--- config.mk ---
export PLATFORM = sky130hd
export DESIGN_NAME = stack_unit
export DESIGN_NICKNAME = d
export VERILOG_FILES = /design/src/rtl/stack_unit.sv
export SDC_FILE = /design/constraint.sdc
export NUM_CORES = 1
export LEC_CHECK = 0
export BUFFER_PORTS_ARGS = -buffer_cell sky130_fd_sc_hd__buf_2
export CAP_MARGIN = 20
export CELL_PAD_IN_SITES_DETAIL_PLACEMENT = 0
export CELL_PAD_IN_SITES_GLOBAL_PLACEMENT = 1
export CORE_ASPECT_RATIO = 1.75
export CORE_MARGIN = 10
export CORE_UTILIZATION = 35
export CTS_CLUSTER_DIAMETER = 50
export DETAILED_ROUTE_END_ITERATION = 10
export GPL_TIMING_DRIVEN = 0
export PLACE_DENSITY = 0.59
export SETUP_SLACK_MARGIN = 0.4
export SYNTH_ARGS = -nofsm -noshare
export SYNTH_HDL_FRONTEND = slang
export SYNTH_SLANG_ARGS = --single-unit
--- constraint.sdc ---
create_clock -name clock -period 11.5 [get_ports clock]
set_input_delay 1.15 -clock clock [delete_from_list [all_inputs] [get_ports clock]]
set_output_delay 1.15 -clock clock [all_outputs]
set_load 0.02 [all_outputs]
--- src/rtl/stack_unit.sv ---
// LIFO stack with registered top-of-stack output and occupancy flags.
// Define STACK_UNIT_ERR_EN to enable the sticky overflow/underflow err flag.
module stack_unit #(
   parameter int unsigned WIDTH = 32,
   parameter int unsigned DEPTH = 8
) (
   input  logic                       clock,
   input  logic                       reset,
   input  logic                       push,
   input  logic                       pop,
   input  logic [WIDTH-1:0]           din,
   output logic [WIDTH-1:0]           dout,
   output logic [$clog2(DEPTH+1)-1:0] count,
   output logic                       full,
   output logic                       empty,
   output logic                       err
);

   localparam int CW = $clog2(DEPTH + 1);
   localparam int AW = $clog2(DEPTH);

   logic [WIDTH-1:0] mem_q [DEPTH];
   logic [DEPTH-1:0] wr_en;
   logic [CW-1:0]    count_q, count_d, cnt_m1, cnt_m2;
   logic [WIDTH-1:0] dout_q, dout_d;
   logic             full_w, empty_w;

`ifdef STACK_UNIT_ERR_EN
   logic err_q, err_d;
`endif

   assign full_w  = (count_q == CW'(DEPTH));
   assign empty_w = (count_q == '0);
   assign cnt_m1  = count_q - CW'(1);
   assign cnt_m2  = count_q - CW'(2);

   always_comb begin
      wr_en   = '0;
      count_d = count_q;
      dout_d  = dout_q;
`ifdef STACK_UNIT_ERR_EN
      err_d   = err_q;
`endif
      if (push && (!pop || empty_w)) begin
         if (!full_w) begin
            wr_en[count_q[AW-1:0]] = 1'b1;
            count_d = count_q + CW'(1);
            dout_d  = din;
         end else begin
`ifdef STACK_UNIT_ERR_EN
            err_d = 1'b1;
`endif
         end
      end else if (push && pop) begin
         // Replace top in place; occupancy is unchanged.
         wr_en[cnt_m1[AW-1:0]] = 1'b1;
         dout_d = din;
      end else if (pop) begin
         if (!empty_w) begin
            count_d = cnt_m1;
            dout_d  = (count_q == CW'(1)) ? '0 : mem_q[cnt_m2[AW-1:0]];
         end else begin
`ifdef STACK_UNIT_ERR_EN
            err_d = 1'b1;
`endif
         end
      end
   end

   // Slot storage holds across reset; contents past count are don't-care.
   always_ff @(posedge clock) begin
      for (int i = 0; i < DEPTH; i++) begin
         if (wr_en[i]) mem_q[i] <= din;
      end
   end

   always_ff @(posedge clock or posedge reset) begin
      if (reset) begin
         count_q <= '0;
         dout_q  <= '0;
      end else begin
         count_q <= count_d;
         dout_q  <= dout_d;
      end
   end

`ifdef STACK_UNIT_ERR_EN
   always_ff @(posedge clock or posedge reset) begin
      if (reset) err_q <= 1'b0;
      else       err_q <= err_d;
   end
   assign err = err_q;
`else
   assign err = 1'b0;
`endif

   assign dout  = dout_q;
   assign count = count_q;
   assign full  = full_w;
   assign empty = empty_w;

endmodule

==> results.md, run 1 <==
* Post-synthesis sequential area ratio at between 70% and 80%
* FF-to-FF setup slack at approximately 8.0 ns
* Synth-to-Final Area Change at 17.5%
* Max-cap violations at 0
* Clk sink count at ~300
* Worst Skew at about 0.027 ns
* VDD IR-drop max at around 0.12 mV
* Die Wd at 157 um
* Post-Syn Instances at about 600
* Post-synth ARST share at between 10% and 20%
* CP Class: flop to primary output
* Distinct cells, synth at between 40 and 50
* Highest clock rate at 0.267 GHz
* Initial Utilization at 35.3%
* CTS Buf Count at 26
* Critical Path AT at approximately 2.6 ns
* Share of post-route cells with drive strength above 1 at about a third
* Setup violators final at 0
* Via count at a little under 6000
* Avg Inst Size Synth at approximately 19 sq um
* Mapped Nets at 640
* Residual DRC count at 0
* GRT Util Overall at 14.1%
* Worst relative slew slack at 34.4%
* Gp weighted congestion at 0.758
* Antenna cells at 0
* Post-synthesis mux area share at between 10% and 20%
* Post-cts gate resize count at 0
* Drt wl/cell at ~25 um
* Via density at approximately 5.3
* Post-synth top area share at 66.5%
* Reg clk slew, reported paths at 0.07 ns
* Crit path from: count[1]
* Worst slew pin tran at a little under 1 ns
* Nets at around 750
* DRT iter0 DRCs at between 300 and 400
* Synth Register Bits at between 200 and 300
* H-tree depth at 1
* IO Port Bufs at 72
* Total Power at between 3 and 4 mW
* Dominant cell type by area after synthesis: edfxtp_1
* RSZ-0062 raised after global routing: false
* Post-Synth Adder-Cell Area at 0.757%
* Clock root buffer: clkbuf_16
* Total gr overflow at 0
* EDFF count, synth at approximately 260
* Status: finished clean
* Fin. Hold Viols at 0
* Period minus WS final at 3.75 ns
* I/O pin count at 75
* Reg2reg path depth at 10
* CP required at 10.35 ns
* FP Rows at 88
* WHS at 0.502 ns
* Core area at roughly 0.033 sq mm
* Post-CTS Hold Fix Bufs at 0
* Ys Warns at 0
* Cell area after synthesis at about 0.012 sq mm
* Crit. End Element: primary output
* Area share of xor/xnor cells in the synthesized design at 0.151%
* Setup TNS at 0 ns
* Max Fanout on Critical Path at 13
* Synth area leaders: edfxtp_1 (66%), mux4_2 (12%), dfrtp_1 (7.8%), mux2i_1 (2.8%), o22ai_1 (1.8%)
* RR Endpoint: mem_q[1][28]
* HP Class: input port to asynchronous set/reset pin
* CTS tree: built
* Initial antenna violation count at 3
* First-pass GRT wire length at roughly 43000 um
* Post-CTS setup buffers at 0
* Initial DRT Pass Iterations at 4
* DPL Wire Length at 18900 um
* Ys flop type: edfxtp_1
* Startpoint Class: flop
* Detail Route Antenna Nets at 0
* R2r startpoint: count[0]
* Synth cell count leaders: edfxtp_1 (256), mux4_2 (64), nor2_1 (46), a21oi_1 (36), dfrtp_1 (36)
* Pin count of the biggest net entering global routing at 30
* Pwr Density at about 270 mW/mm^2
* Vias in the first global route at between 6000 and 7000
* Full die area at 0.0410 sq mm
* Fin crit share at between 30% and 40%
* Chip height at 260 um
* P_leak at 4.73 nW
* Most common cell in the netlist: edfxtp_1
* Worst skew pair latency at about 0.56 ns
* Max Slew Vio Count at 0
* Synth Area in Compound Gates at about 4.8%
* Simple logic cell fraction of the synthesized area at 2.60%
* Clk buf depth at 3
* Drt total wl at between 20000 and 30000 um
* Largest family of logic cells by synthesized area: multiplexers
[worst max-delay path, stage by stage (launching register included)]
cell	delay [ns]
dfrtp_1	0.50
inv_2	0.21
buf_2	0.42
ha_1	0.37
nand2b_1	0.18
nor2_1	0.19
buf_2	0.20
[layout make-up]
cell class,count,area [sq um]
buffer,37,226
sequential,292,8590
multi-input combinational,262,2790
fill,2918,19200
inverter,6,22.5
tap,405,507
timing repair buffer,83,598
clock inverter,11,158
clock buffer,37,702
[placed cells by master, fill, tap and decap left out, types with 3 or more instances in the layout]
cell and n:
buf_2 95, a21oi_1 36, nor2b_1 4, dfrtp_1 36, nand3_1 3, clkinv_2 3
inv_1 3, clkbuf_16 26, a22o_2 3, buf_12 9, nand2_1 5, buf_4 5
bufinv_16 3, clkbuf_1 14, edfxtp_1 256, mux4_2 64, o22ai_1 33, nor2_1 46
nand2b_1 3, buf_16 3, mux2i_1 32, ha_1 7
[cell families after synthesis]
logic type,count (synthesis)
adders and majority gates,7
DFF,292
muxes,96
and+or+nand+nor,68
AOI/OAI and AO/OA,88
xor gates and xnor gates,2
buffers and inverters,43
other,1
[through the flow]
step	cell area [sq um]	utilization [%]	std cells	setup slack, ns
after floorplan	11600	-	597	6.94
after global placement	12400	37.9	1074	3.55
after detailed placement	12700	38.8	1085	8.01
after CTS	13600	41.4	1133	7.69
after global routing	13600	41.4	1133	7.58
final	13600	41.4	1133	7.75
[registers in the layout, summed over array words and instances, names as in the netlist]
signal,count
mem_q,256
count,4
dout,32
[metal layers]
metal  GRT usage (%)  routed length, um  vias up
li1                -                  -     2644
met1            15.7              10700     3145
met2            26.5              16100      123
met3            2.41               1170       50
met4            4.25                699        6
met5               0                 38        -
[report_power, final]
group          internal, mW  leakage [nW]  total [mW]  switching, mW
clock                 0.498         0.414       0.882          0.384
combinational         0.575          1.57        1.36          0.789
sequential             1.40          2.75        1.48         0.0809
total                  2.47          4.73        3.72           1.25
[worst max path at each step]
stage | endpoint | slack (ns) | cells past startpoint
floorplan | mem_q[7][0] | 6.94 | 7
CTS | empty | 7.69 | 6
global placement | mem_q[7][29] | 3.55 | 5
detailed placement | mem_q[1][30] | 8.01 | 10
finish | empty | 7.75 | 6
global route | empty | 7.58 | 6
(Power assumes the default switching activity.)
==> run 2, diff against run 1 <==
==> constraint.sdc (replaced) <==
create_clock -name clock -period 3.8 [get_ports clock]
set_input_delay 0.38 -clock clock [delete_from_list [all_inputs] [get_ports clock]]
set_output_delay 0.38 -clock clock [all_outputs]
set_load 0.02 [all_outputs]
==> run 2 against run 1 <==
  * Highest routed layer unchanged
  * Clock skew shrank 0.017 ns
  * Via count grew 2.2%
  * Worst setup slack worse by 7.2 ns
  * Cell area up 0.64%
  * Largest cell class unchanged
  * Critical path type is now flop to flop
  * Sequential power increased to 3.0 times the previous value
  * Global-route usage increased by 0.076 points
  * Register-to-register slack worse by 7.5 ns
==> results.md, run 2 (same netlist as run 1, synthesis figures left out) <==
* Status: finished clean
* Detail Route Antenna Nets at 0 (unchanged)
* Pint at 7.47 mW (+200%)
* Worst path cell trace: inv_2, clkbuf_4, ha_1, nor2b_1, buf_2, a21oi_1, nor2_1, a32o_4, buf_12
* Pwr Density at 826 mW/mm^2 (+200%)
* RSZ-0062 raised after global routing: false
* Area after DPL at 0.0127 sq mm (-0.16%)
* VDD IR-drop max at 0.442 mV (+270%)
* FP Rows at 88 (unchanged)
* RR Endpoint: mem_q[5][1]
* Highest clock rate at 0.305 GHz
* Max-cap violations at 0 (unchanged)
* Hold Crit Start: din[8]
* Combinational Power Share at 37.5% (+0.9 points)
* CTS tree: built
* Period minus WS final at ~3.3 ns
* FF-to-FF setup slack at 0.52 ns (-7.50 ns)
* Fin cells at 1141 (+0.71%)
* Final core occ at 41.7% (+0.27 points)
* Total Power at 11.3 mW (+200%)
* Vias in the first global route at 6609 (+0.12%)
* Max Fanout on Critical Path at 18 (+5)
* Reg2reg path depth at 9 (-1)
* Chip height at 260 um (unchanged)
* Setup violators final at 0 (unchanged)
* Initial antenna violation count at 2 (-1)
* Drt wl/cell at 25.5 um (+0.92%)
* Drt total wl at 29100 um (+1.6%)
* Full die area at 0.0410 sq mm (unchanged)
* Switching part of the total at 33.9% (+0.18 points)
* Worst Hold End: mem_q[6][8]
* I/O pin count at 75 (unchanged)
* Clk buf depth at 3 (unchanged)
* Residual DRC count at 0 (unchanged)
* HP Class: input port to flop
* DPL Wire Length at 18300 um (-3.0%)
* Critical Path AT at 3.51 ns (+0.91 ns)
* Delay-heaviest family, CP: buffers and inverters
* Fin. Hold Viols at 0 (unchanged)
* H-tree depth at 1 (unchanged)
* Startpoint Class: flop
* Total gr overflow at 0 (unchanged)
* Nets at 759 (+1.1%)
* P_leak at 4.77 nW (+0.74%)
* CP required at 4.03 ns (-6.32 ns)
* GRT Util Overall at 14.2% (+0.076 points)
* Via density at 5.35 (+1.5%)
* CTS Buf Count at 27 (+3.8%)
* Clock root buffer: clkbuf_16
* Post-Place Setup Slack at 0.226 ns (-7.79 ns)
* Core area at 0.0328 sq mm (unchanged)
* Clk sink count at 292 (unchanged)
* Worst skew pair latency at 0.54 ns (-0.02 ns)
* Largest Register: mem_q
* Final non-filler cell area at 0.0137 sq mm (+0.64%)
* Worst Path Buf+Inv at 4 (+1)
* CP Class: flop to flop
* Worst relative slew slack at 31.0% (-3.4 points)
* Final setup margin at 0.520 ns (-7.23 ns)
* First-pass GRT wire length at 42800 um (+0.29%)
* Max Slew Vio Count at 0 (unchanged)
* Commonest cells after routing, fill and taps aside: edfxtp_1 (256), buf_2 (94), mux4_2 (64)
* Initial Utilization at 35.3% (unchanged)
* Max reg flops at 256 (unchanged)
* Slowest CP cell: dfrtp_1
* IO Port Bufs at 72 (unchanged)
* Crit. End Element: flop
* Commonest non-fill, non-tap cell in the layout: edfxtp_1
* Via count at 6101 (+2.2%)
* Critical Path Stages at 9 (+3)
* Flop pwr share at 39.6% (about the same)
* Synth-to-Final Area Change at 18.2%
* Dpl cells at 1084 (-0.092%)
* DRT iter0 DRCs at 436 (+38%)
* Pin count of the biggest net entering global routing at 25 (-17%)
* Delay of the slowest critical-path stage at 0.50 ns (about the same)
* Reg clk slew, reported paths at 0.07 ns (about the same)
* R2r startpoint: count[1]
* Clock power share at 22.9% (-0.8 points)
* Share of post-route cells with drive strength above 1 at 32.4% (+0.92 points)
* Hold Crit Depth at 1
* Worst slew pin tran at 1.03 ns (+0.0509 ns)
* P_sw at 3.82 mW (+200%)
* Gp weighted congestion at 0.767 (+1.2%)
* Worst Skew at 0.0104 ns (-0.0170 ns)
* Fin crit share at around 86%
* Die Wd at 157 um (unchanged)
* Initial DRT Pass Iterations at 4 (unchanged)
[run 2: through the flow]
step	hold WS [ns]	setup TNS, ns
CTS	0.107	0
floorplan	0.479	-3.94
detailed placement	0.427	0
global route	0.129	0
global placement	0.520	-275.43
finish	0.131	0
[run 2: metal layers]
metal / vias up / share of wire, % / GRT usage, %
met4: 2 / 2.8 / 5.19
met3: 55 / 4.3 / 2.01
met2: 167 / 55 / 26.2
li1: 2660 / - / -
met1: 3217 / 38 / 16.1
met5: - / 0.024 / 0
[run 2: timing repair]
item                                   CTS  global route
setup endpoints to repair              100            57
gates resized for setup                  3             2
hold buffers                             1             0
endpoints found under the hold margin   15             0
pin swaps                                2             2
buffers inserted                         5             2
[run 2: worst max-delay path by stage]
stage | start | to
2_1_floorplan | count[0] | mem_q[0][0]
3_3_place_gp | count[0] | mem_q[0][2]
3_5_place_dp | count[0] | mem_q[1][2]
4_1_cts | count[1] | mem_q[7][5]
5_1_grt | count[1] | mem_q[5][5]
6_report | count[1] | mem_q[5][1]
[run 2: power by group through the flow]
stage	Sequential, mW	Combinational [mW]	Clock [mW]
3_3_place_gp	4.55	4.00	0
5_1_grt	4.52	4.56	2.78
2_1_floorplan	4.72	2.54	0
6_report	4.47	4.23	2.59
3_5_place_dp	4.55	4.24	0
4_1_cts	4.48	4.33	2.66
[run 2: area by class of cell]
cell class	instances	area (sq um)
Tap cell	405	507
Clock buffer	33	698
Inverter	6	22.5
Sequential cell	292	8590
Fill cell	2908	19100
Buffer	37	229
Clock inverter	15	130
Antenna cell	1	2.50
Multi-Input combinational cell	262	2820
Timing Repair Buffer	90	678
